File: src/rtl/alu_pipe.sv
`default_nettype none
// ============================================================================
//  Module      : alu_pipe
//  Description : Two-stage pipelined ALU with valid/ready handshakes, an
//                internal accumulator, signed/unsigned status flags,
//                invalid-opcode reporting and a saturating overflow counter.
//  Revision    : 1.0  initial release
// ----------------------------------------------------------------------------
//  Ports
//    clk        in   1          clock, rising edge
//    rst_n      in   1          asynchronous active-low reset
//    in_valid   in   1          operand/opcode valid
//    in_ready   out  1          block can accept this cycle
//    op         in   4          opcode
//    a, b       in   WIDTH      operands
//    out_valid  out  1          result valid
//    out_ready  in   1          consumer accepts result
//    result     out  WIDTH      result
//    carry      out  1          carry / borrow / last bit shifted out
//    zero       out  1          result==0 (CMP: a==b)
//    neg        out  1          result MSB (CMP: signed a<b)
//    ovf        out  1          signed overflow
//    err        out  1          invalid opcode
//    acc        out  WIDTH      accumulator value
//    ovf_cnt    out  OVF_CNT_W  saturating count of delivered ovf results
// ============================================================================
module alu_pipe #(
   parameter int WIDTH     = 5,
   parameter int OVF_CNT_W = 8
) (
   input  logic                 clk,
   input  logic                 rst_n,
   input  logic                 in_valid,
   output logic                 in_ready,
   input  logic [3:0]           op,
   input  logic [WIDTH-1:0]     a,
   input  logic [WIDTH-1:0]     b,
   output logic                 out_valid,
   input  logic                 out_ready,
   output logic [WIDTH-1:0]     result,
   output logic                 carry,
   output logic                 zero,
   output logic                 neg,
   output logic                 ovf,
   output logic                 err,
   output logic [WIDTH-1:0]     acc,
   output logic [OVF_CNT_W-1:0] ovf_cnt
);

   localparam int       c_SHW  = $clog2(WIDTH);
   localparam int       c_MSB  = WIDTH - 1;

   localparam logic [3:0] c_OP_ADD    = 4'h0;
   localparam logic [3:0] c_OP_SUB    = 4'h1;
   localparam logic [3:0] c_OP_AND    = 4'h2;
   localparam logic [3:0] c_OP_OR     = 4'h3;
   localparam logic [3:0] c_OP_XOR    = 4'h4;
   localparam logic [3:0] c_OP_NOT    = 4'h5;
   localparam logic [3:0] c_OP_SHL    = 4'h6;
   localparam logic [3:0] c_OP_SHR    = 4'h7;
   localparam logic [3:0] c_OP_CMP    = 4'h8;
   localparam logic [3:0] c_OP_INC    = 4'h9;
   localparam logic [3:0] c_OP_DEC    = 4'hA;
   localparam logic [3:0] c_OP_ACC    = 4'hB;
   localparam logic [3:0] c_OP_CLRACC = 4'hC;

   // Stage 1 registers
   logic                 r_s1_valid;
   logic [3:0]           r_s1_op;
   logic [WIDTH-1:0]     r_s1_a;
   logic [WIDTH-1:0]     r_s1_b;

   // Stage 2 (output) registers
   logic                 r_s2_valid;
   logic [WIDTH-1:0]     r_result;
   logic                 r_carry;
   logic                 r_zero;
   logic                 r_neg;
   logic                 r_ovf;
   logic                 r_err;

   logic [WIDTH-1:0]     r_acc;
   logic [OVF_CNT_W-1:0] r_ovf_cnt;

   // Handshake
   logic w_s2_ready;
   logic w_s1_adv;

   assign w_s2_ready = !r_s2_valid || out_ready;
   assign in_ready   = !r_s1_valid || w_s2_ready;
   assign w_s1_adv   = r_s1_valid && w_s2_ready;

   // Arithmetic kernels, all one bit wider to expose carry/borrow
   logic [WIDTH:0]   w_add_ext;
   logic [WIDTH:0]   w_sub_ext;
   logic [WIDTH:0]   w_inc_ext;
   logic [WIDTH:0]   w_dec_ext;
   logic [WIDTH:0]   w_acc_ext;
   logic [WIDTH:0]   w_shl_ext;
   logic [WIDTH:0]   w_shr_ext;
   logic [c_SHW-1:0] w_shamt;
   logic             w_sub_ovf;

   assign w_add_ext = {1'b0, r_s1_a} + {1'b0, r_s1_b};
   assign w_sub_ext = {1'b0, r_s1_a} - {1'b0, r_s1_b};
   assign w_inc_ext = {1'b0, r_s1_a} + (WIDTH+1)'(1);
   assign w_dec_ext = {1'b0, r_s1_a} - (WIDTH+1)'(1);
   assign w_acc_ext = {1'b0, r_acc}  + {1'b0, r_s1_a};
   assign w_shamt   = r_s1_b[c_SHW-1:0];
   // The extra bit catches the last bit shifted out; amounts >= WIDTH
   // push every operand bit past the result field, giving 0.
   assign w_shl_ext = {1'b0, r_s1_a} << w_shamt;
   assign w_shr_ext = {r_s1_a, 1'b0} >> w_shamt;
   assign w_sub_ovf = (r_s1_a[c_MSB] != r_s1_b[c_MSB]) &&
                      (w_sub_ext[c_MSB] != r_s1_a[c_MSB]);

   // Result / flag computation for the transaction sitting in S1
   logic [WIDTH-1:0] w_res;
   logic             w_carry;
   logic             w_zero;
   logic             w_neg;
   logic             w_ovf;
   logic             w_err;
   logic             w_flags_from_res;
   logic             w_acc_wr;
   logic [WIDTH-1:0] w_acc_nxt;

   always_comb begin
      w_res            = '0;
      w_carry          = 1'b0;
      w_zero           = 1'b0;
      w_neg            = 1'b0;
      w_ovf            = 1'b0;
      w_err            = 1'b0;
      w_flags_from_res = 1'b1;
      w_acc_wr         = 1'b0;
      w_acc_nxt        = r_acc;
      case (r_s1_op)
         c_OP_ADD: begin
            w_res   = w_add_ext[WIDTH-1:0];
            w_carry = w_add_ext[WIDTH];
            w_ovf   = (r_s1_a[c_MSB] == r_s1_b[c_MSB]) &&
                      (w_add_ext[c_MSB] != r_s1_a[c_MSB]);
         end
         c_OP_SUB: begin
            w_res   = w_sub_ext[WIDTH-1:0];
            w_carry = w_sub_ext[WIDTH];
            w_ovf   = w_sub_ovf;
         end
         c_OP_AND: w_res = r_s1_a & r_s1_b;
         c_OP_OR:  w_res = r_s1_a | r_s1_b;
         c_OP_XOR: w_res = r_s1_a ^ r_s1_b;
         c_OP_NOT: w_res = ~r_s1_a;
         c_OP_SHL: begin
            w_res   = w_shl_ext[WIDTH-1:0];
            w_carry = w_shl_ext[WIDTH];
         end
         c_OP_SHR: begin
            w_res   = w_shr_ext[WIDTH:1];
            w_carry = w_shr_ext[0];
         end
         c_OP_CMP: begin
            // Result is forced to 0; flags describe a-b instead.
            w_flags_from_res = 1'b0;
            w_carry          = w_sub_ext[WIDTH];
            w_ovf            = w_sub_ovf;
            w_zero           = (r_s1_a == r_s1_b);
            w_neg            = w_sub_ext[c_MSB] ^ w_sub_ovf;
         end
         c_OP_INC: begin
            w_res   = w_inc_ext[WIDTH-1:0];
            w_carry = w_inc_ext[WIDTH];
            w_ovf   = !r_s1_a[c_MSB] && w_inc_ext[c_MSB];
         end
         c_OP_DEC: begin
            w_res   = w_dec_ext[WIDTH-1:0];
            w_carry = w_dec_ext[WIDTH];
            w_ovf   = r_s1_a[c_MSB] && !w_dec_ext[c_MSB];
         end
         c_OP_ACC: begin
            w_res     = w_acc_ext[WIDTH-1:0];
            w_carry   = w_acc_ext[WIDTH];
            w_ovf     = (r_acc[c_MSB] == r_s1_a[c_MSB]) &&
                        (w_acc_ext[c_MSB] != r_acc[c_MSB]);
            w_acc_wr  = 1'b1;
            w_acc_nxt = w_acc_ext[WIDTH-1:0];
         end
         c_OP_CLRACC: begin
            w_acc_wr  = 1'b1;
            w_acc_nxt = '0;
         end
         default: begin
            // Invalid opcode: every flag other than err stays low.
            w_flags_from_res = 1'b0;
            w_err            = 1'b1;
         end
      endcase
      if (w_flags_from_res) begin
         w_zero = (w_res == '0);
         w_neg  = w_res[c_MSB];
      end
   end

   // Stage 1: capture operands whenever the block is able to accept
   always_ff @(posedge clk or negedge rst_n) begin
      if (!rst_n) begin
         r_s1_valid <= 1'b0;
         r_s1_op    <= '0;
         r_s1_a     <= '0;
         r_s1_b     <= '0;
      end else if (in_ready) begin
         r_s1_valid <= in_valid;
         if (in_valid) begin
            r_s1_op <= op;
            r_s1_a  <= a;
            r_s1_b  <= b;
         end
      end
   end

   // Stage 2: register result and flags; holds while the consumer stalls
   always_ff @(posedge clk or negedge rst_n) begin
      if (!rst_n) begin
         r_s2_valid <= 1'b0;
         r_result   <= '0;
         r_carry    <= 1'b0;
         r_zero     <= 1'b0;
         r_neg      <= 1'b0;
         r_ovf      <= 1'b0;
         r_err      <= 1'b0;
      end else if (w_s2_ready) begin
         r_s2_valid <= r_s1_valid;
         if (r_s1_valid) begin
            r_result <= w_res;
            r_carry  <= w_carry;
            r_zero   <= w_zero;
            r_neg    <= w_neg;
            r_ovf    <= w_ovf;
            r_err    <= w_err;
         end
      end
   end

   // Accumulator commits as the ACC/CLRACC transaction leaves S1, so a
   // directly following ACC in S1 already sees the updated value.
   always_ff @(posedge clk or negedge rst_n) begin
      if (!rst_n) begin
         r_acc <= '0;
      end else if (w_s1_adv && w_acc_wr) begin
         r_acc <= w_acc_nxt;
      end
   end

   // Overflow events counted on delivery, saturating at all-ones
   always_ff @(posedge clk or negedge rst_n) begin
      if (!rst_n) begin
         r_ovf_cnt <= '0;
      end else if (r_s2_valid && out_ready && r_ovf && (r_ovf_cnt != '1)) begin
         r_ovf_cnt <= r_ovf_cnt + OVF_CNT_W'(1);
      end
   end

   assign out_valid = r_s2_valid;
   assign result    = r_result;
   assign carry     = r_carry;
   assign zero      = r_zero;
   assign neg       = r_neg;
   assign ovf       = r_ovf;
   assign err       = r_err;
   assign acc       = r_acc;
   assign ovf_cnt   = r_ovf_cnt;

endmodule
`default_nettype wire

File: config.mk
export PLATFORM = sky130hd
export DESIGN_NAME = alu_pipe
export DESIGN_NICKNAME = d
export VERILOG_FILES = /design/src/rtl/alu_pipe.sv
export SDC_FILE = /design/constraint.sdc
export NUM_CORES = 1
export LEC_CHECK = 0
export CORE_ASPECT_RATIO = 1.4
export CORE_MARGIN = 4
export CORE_UTILIZATION = 61
export DETAILED_ROUTE_END_ITERATION = 8
export GPL_TIMING_DRIVEN = 0
export PLACE_DENSITY = 0.84
export SLEW_MARGIN = 20
export SYNTH_ARGS = -nofsm -noshare
export SYNTH_HDL_FRONTEND = slang
export SYNTH_SLANG_ARGS = --single-unit
File: constraint.sdc
create_clock -name clk -period 7.1 [get_ports clk]
set_clock_uncertainty 0.15 [all_clocks]
set_input_delay 1.065 -clock clk [delete_from_list [all_inputs] [get_ports clk]]
set_output_delay 1.065 -clock clk [all_outputs]
set_load 0.02 [all_outputs]
* Word level (Yosys, flattened, before mapping)
Cells that the tools add are included.
** Storage, ports and cells
- Input bits :: 18
- Flip-flop bits (word level) :: 39
** Operators by class
- Equality and inequality tests :: 20
- Reduce and logical (&&, ||, !) cells :: 26
- $add $sub $neg :: 6
- Bitwise gates (word level) :: 5
- Muxes and demuxes :: 11
- Shift operators :: 2
** Operators with widths (number)
- 5-bit case mux with 11 select lines :: 1
- 4-bit == test (second input constant) :: 5
- 4-bit by 3-bit == test with 1-bit output (second input constant) :: 4
- 13-bit OR reduction :: 1
- 5-bit by 5-bit adder with 6-bit output :: 2
- 12-bit OR reduction :: 1
- 1-bit logical AND :: 10
- 5-bit case mux with 2 select lines :: 1
- 8-bit by 1-bit adder with 8-bit output (second input constant) :: 1
- 4-bit by 2-bit == test with 1-bit output (second input constant) :: 2
- 8-bit != test (second input constant) :: 1
- 1-bit 2-to-1 mux :: 7
- 1-bit case mux with 7 select lines :: 1
- 5-bit by 1-bit adder with 6-bit output (second input constant) :: 1
- 2-bit AND reduction :: 3
- 5-bit by 3-bit left shift with 6-bit output :: 1
- 6-bit by 3-bit right shift with 6-bit output :: 1
- 5-bit by 1-bit subtractor with 6-bit output (second input constant) :: 1
- 5-bit by 5-bit subtractor with 6-bit output :: 1
- 5-bit bitwise AND :: 1
- 5-bit == test :: 1
- 5-bit zero test :: 1
- 5-bit inverter :: 1
- 5-bit bitwise OR :: 1
- 11 further kinds :: 20

* Longest topological paths before layout
- Depth after elaboration :: 6
- Depth in mapped cells :: 13
- Mapped depth without buffers :: 12

* Least setup slack after synthesis
Ideal clock, no wire load.
- Kind :: register -> register
- Start :: register r_s1_a[1]
- End :: register r_result[4] (netlist: result[4])
- Slack :: 3912 ps
- Arrival time :: 2913 ps
- Period minus slack after synthesis :: 3188 ps
- Required time :: 6825 ps
- Stages on the path, launching flop included :: 13
- Buffers on the path :: 1
- Cell sequence :: dfrtp_1 > clkbuf_1 > inv_1 > fa_1 > o21bai_1 > a21oi_1 > fa_1 > nor2_1 > a32oi_1 > o22ai_1 > nor3_1 > nand3_1 > mux2_2
** On the way
- Longest elaborated chain between the ends :: 2
** RTL lines
- start: declaration :: RTL line 70 : logic [WIDTH-1:0] r_s1_a;
- start signal: assignment :: RTL line 209 : r_s1_a <= '0;
- start signal: assignment :: RTL line 215 : r_s1_a <= a;
- 5-bit by 5-bit adder with 6-bit output, or another cell as far along :: RTL line 108 : assign w_acc_ext = {1'b0, r_acc} + {1'b0, r_s1_a};
- 5-bit case mux with 11 select lines (*) :: RTL line 138 : case (r_s1_op)
- end signal: assignment :: RTL line 234 : r_result <= w_res;
- end: declaration :: RTL line 75 : logic [WIDTH-1:0] r_result;
Mark *: on every way between the ends. The rest lies on a longest branch, timed or not.
A chain may end at the register's enable or synchronous reset.

* Worst setup path in the final report
Ends and elaborated chain as after synthesis.

==> flow_summary.json <==
{
  "cts_buffers": 5,
  "hp-class": "flop to flop",
  "crit_path_start_kind": "flop",
  "arrival_ns": 3.98,
  "clkTransAtPathRegs_ns": 0.09,
  "critPathMaxStageDelay_ns": 0.55,
  "detail_route.first_pass.iterations": 5,
  "placed_cells": 487,
  "critPathSlowestCell": "fa_1",
  "crit_fanout": 10,
  "finalCritPeriodShare_pct": 55.4,
  "syn_area_um2": 3370,
  "power_density_nw_per_um2": 273,
  "fp.dieW_um": 70.8,
  "fin_setup_tns_ns": 0,
  "vias": 3275,
  "dr_wl_met2_um": 4930,
  "max_freq_ghz": 0.254,
  "seqCellArea_um2": 976,
  "area_growth_pct": 18.3,
  "drc": 0,
  "layout_setup_ws_ns": 3.16,
  "htreeDepth": 2,
  "cp-end-kind": "flop",
  "r2r_cells": 12,
  "grt_use_total_pct": 31.7,
  "worstHoldEndpoint": "result[2]",
  "cp.required_ns": 7.14,
  "reg2reg_from": "r_s1_a[1]",
  "avgSynthCellArea_um2": 8.92,
  "die_h_um": 96.0,
  "fp-row-count": 31,
  "routedWlPerCell_um": 20.9,
  "nets": 477,
  "cts_root_buffer": "clkbuf_8",
  "slew_viol_final": 0,
  "async_flop_share_pct": 100,
  "cts_resized": 0,
  "p_total_mw": 1.09,
  "drt-vias-per-instance": 6.62,
  "dr_wl_met3_um": 1030,
  "clock-sinks": 39,
  "rsz0062_at_grt": "no",
  "final_common_cell": "clkdlybuf4s50_1",
  "setup_violations": 0,
  "slew_headroom_pct": 55.2,
  "hold_depth": 1,
  "path_delay_family": "adder cells",
  "diodes": 0,
  "vdd_drop_max_uv": 214,
  "start_util_pct": 63.9,
  "final_cell_mix": "clkdlybuf4s50_1 (41), dfrtp_1 (39), ha_1 (27), nand2_1 (26), nor2_1 (23)",
  "yosysWarnings": 0,
  "ios": 43,
  "syn_inst": 378,
  "worst_pin_slew_ns": 0.666,
  "synth_nets": 427,
  "worstSetupPathType": "flop to flop",
  "final_util_pct": 75.6,
  "dp_hpwl_um": 8030,
  "drt_iter0_markers": 295,
  "postRouteAntennaNets": 0,
  "grt_pass1_wl_um": 16800,
  "power_leakage_nw": 1.68,
  "gp_congestion": 1.03,
  "path_cells": "clkbuf_1 > inv_1 > fa_1 > o21bai_1 > a21oi_1 > fa_1 > nor2_1 > a32oi_1 > o22ai_1 > nor3_1 > nand3_1 > mux2_2",
  "rrSetupSlack_ns": 3.16,
  "cp.depth": 12,
  "antenna_found_initial": 0,
  "hp-start": "result[2]",
  "die_area_um2": 6800,
  "dp_slack_ns": 3.27,
  "multiInputGateArea_um2": 2200,
  "synth_cell_types": 59,
  "dr.max_layer_used": "met4",
  "wl_met1_um": 3890,
  "synth_seq_area_share_pct": 29.0,
  "crit_top_cell": "fa_1",
  "overflow": 0,
  "fin_cells": 495,
  "r2r_end": "result[4]",
  "fillers": 407,
  "core_um2": 5280,
  "cts_setup_buffers": 0,
  "fin_crit_ns": 3.94,
  "drt-total-wl_um": 10400,
  "grt_pass1_vias": 3294,
  "drv_cap": 0,
  "synth_edf_count": 0,
  "port-buffer-count": 42,
  "cts_hold_buf": 0,
  "grt_max_degree": 23,
  "drive_gt1_share_pct": 11.7,
  "cts_tree": "done",
  "synth-seq-cells": 39,
  "clock_latency_ns": 0.30,
  "status": "completed",
  "worst-path-buf-inv": 2,
  "cts_buffer_depth": 2,
  "hold_viol_final": 0,
  "ys.flop_type": "dfrtp_1"
}
area by class of cell:
class                           instances  area share (%)
Buffer                                 27            3.23
Tap cell                               66            2.07
Timing Repair Buffer                   43            11.1
Multi-Input combinational cell        295            55.2
Sequential cell                        39            24.5
Clock inverter                          3           0.596
Inverter                               17            1.60
Clock buffer                            5            1.73
registers in the layout, indices dropped and copies added, names as in the netlist:
name / flops
acc: 5
carry: 1
err: 1
neg: 1
out_valid: 1
ovf: 1
ovf_cnt: 8
r_s1_a: 5
r_s1_b: 5
r_s1_op: 4
r_s1_valid: 1
result: 5
zero: 1
logic make-up (layout without fill, tap and decap cells):
kind of cell,count (synthesis),in the layout,synth area share (%)
and+or+nand+nor,135,135,21.5
AOI/OAI and AO/OA,85,85,17.9
buffers and inverters,44,95,5.72
DFF,39,39,29.0
adders and majority gates,31,31,12.4
muxes,26,26,8.80
xor gates and xnor gates,18,18,4.68
stage by stage:
| step | hold slack [ns] | cell area [um^2] |
|---|---|---|
| final | 0.343 | 3990 |
| after global routing | 0.376 | 3990 |
| after CTS | 0.350 | 3990 |
| after detailed placement | 0.330 | 3900 |
| after global placement | 0.313 | 3870 |
| after floorplan | 0.321 | 3370 |
layer usage:
layer  up-vias  global-route usage (%)
li1       1471                       -
met4         0                    17.2
met3        48                    8.15
met1      1522                    37.0
met5         -                       0
met2       234                    53.1
Yosys cell counts, types with 3 or more instances:
cell       instances  area share [%]
a22oi_1            7             1.6
nand2b_1          12             2.2
o22ai_1            3            0.56
nor3_1            12             1.8
a32oi_1            5             1.3
nor2b_1           12             2.2
a21oi_1           16             2.4
mux2i_1            6             1.8
nand2_1           26             2.9
inv_1             16             1.8
nor4_1             6             1.1
fa_1               4             2.4
clkbuf_1          10             1.1
and3_1             8             1.5
o21ai_0           12             1.8
nor2_1            23             2.6
o21bai_1           3            0.67
xnor2_1           11             2.9
nand3_1           11             1.6
nand4_1            9             1.7
dfrtp_1           39              29
o21a_1             4            0.89
xor2_1             7             1.8
o2111ai_1          3            0.78
nor3b_1            6             1.3
a22o_1             4             1.0
ha_1              27              10
o31ai_1            6             1.3
buf_2             13             1.9
mux2_2            19             6.3
power breakdown:
| part | internal (mW) | switching, mW | leakage [nW] |
|---|---|---|---|
| sequential | 0.271 | 0.0540 | 0.485 |
| combinational | 0.260 | 0.342 | 1.15 |
| clock | 0.0703 | 0.0912 | 0.0408 |
worst max path at each step:
stage | startpoint | end | slack (ns)
floorplan | r_s1_a[1] | result[4] | 3.91
global placement | r_s1_a[1] | result[4] | 3.26
detailed placement | r_s1_a[1] | result[4] | 3.27
CTS | r_s1_a[1] | result[4] | 3.23
global route | r_s1_a[1] | result[4] | 2.96
finish | r_s1_a[1] | result[4] | 3.16
worst reg2reg max path: stages, from the launching register on:
cell and delay [ns]:
dfrtp_1 0.51, clkbuf_1 0.43, inv_1 0.30, fa_1 0.55, o21bai_1 0.21, a21oi_1 0.14, fa_1 0.54, nor2_1 0.05
a32oi_1 0.15, o22ai_1 0.10, nor3_1 0.24, nand3_1 0.16, mux2_2 0.29
(Power assumes the default switching activity.)
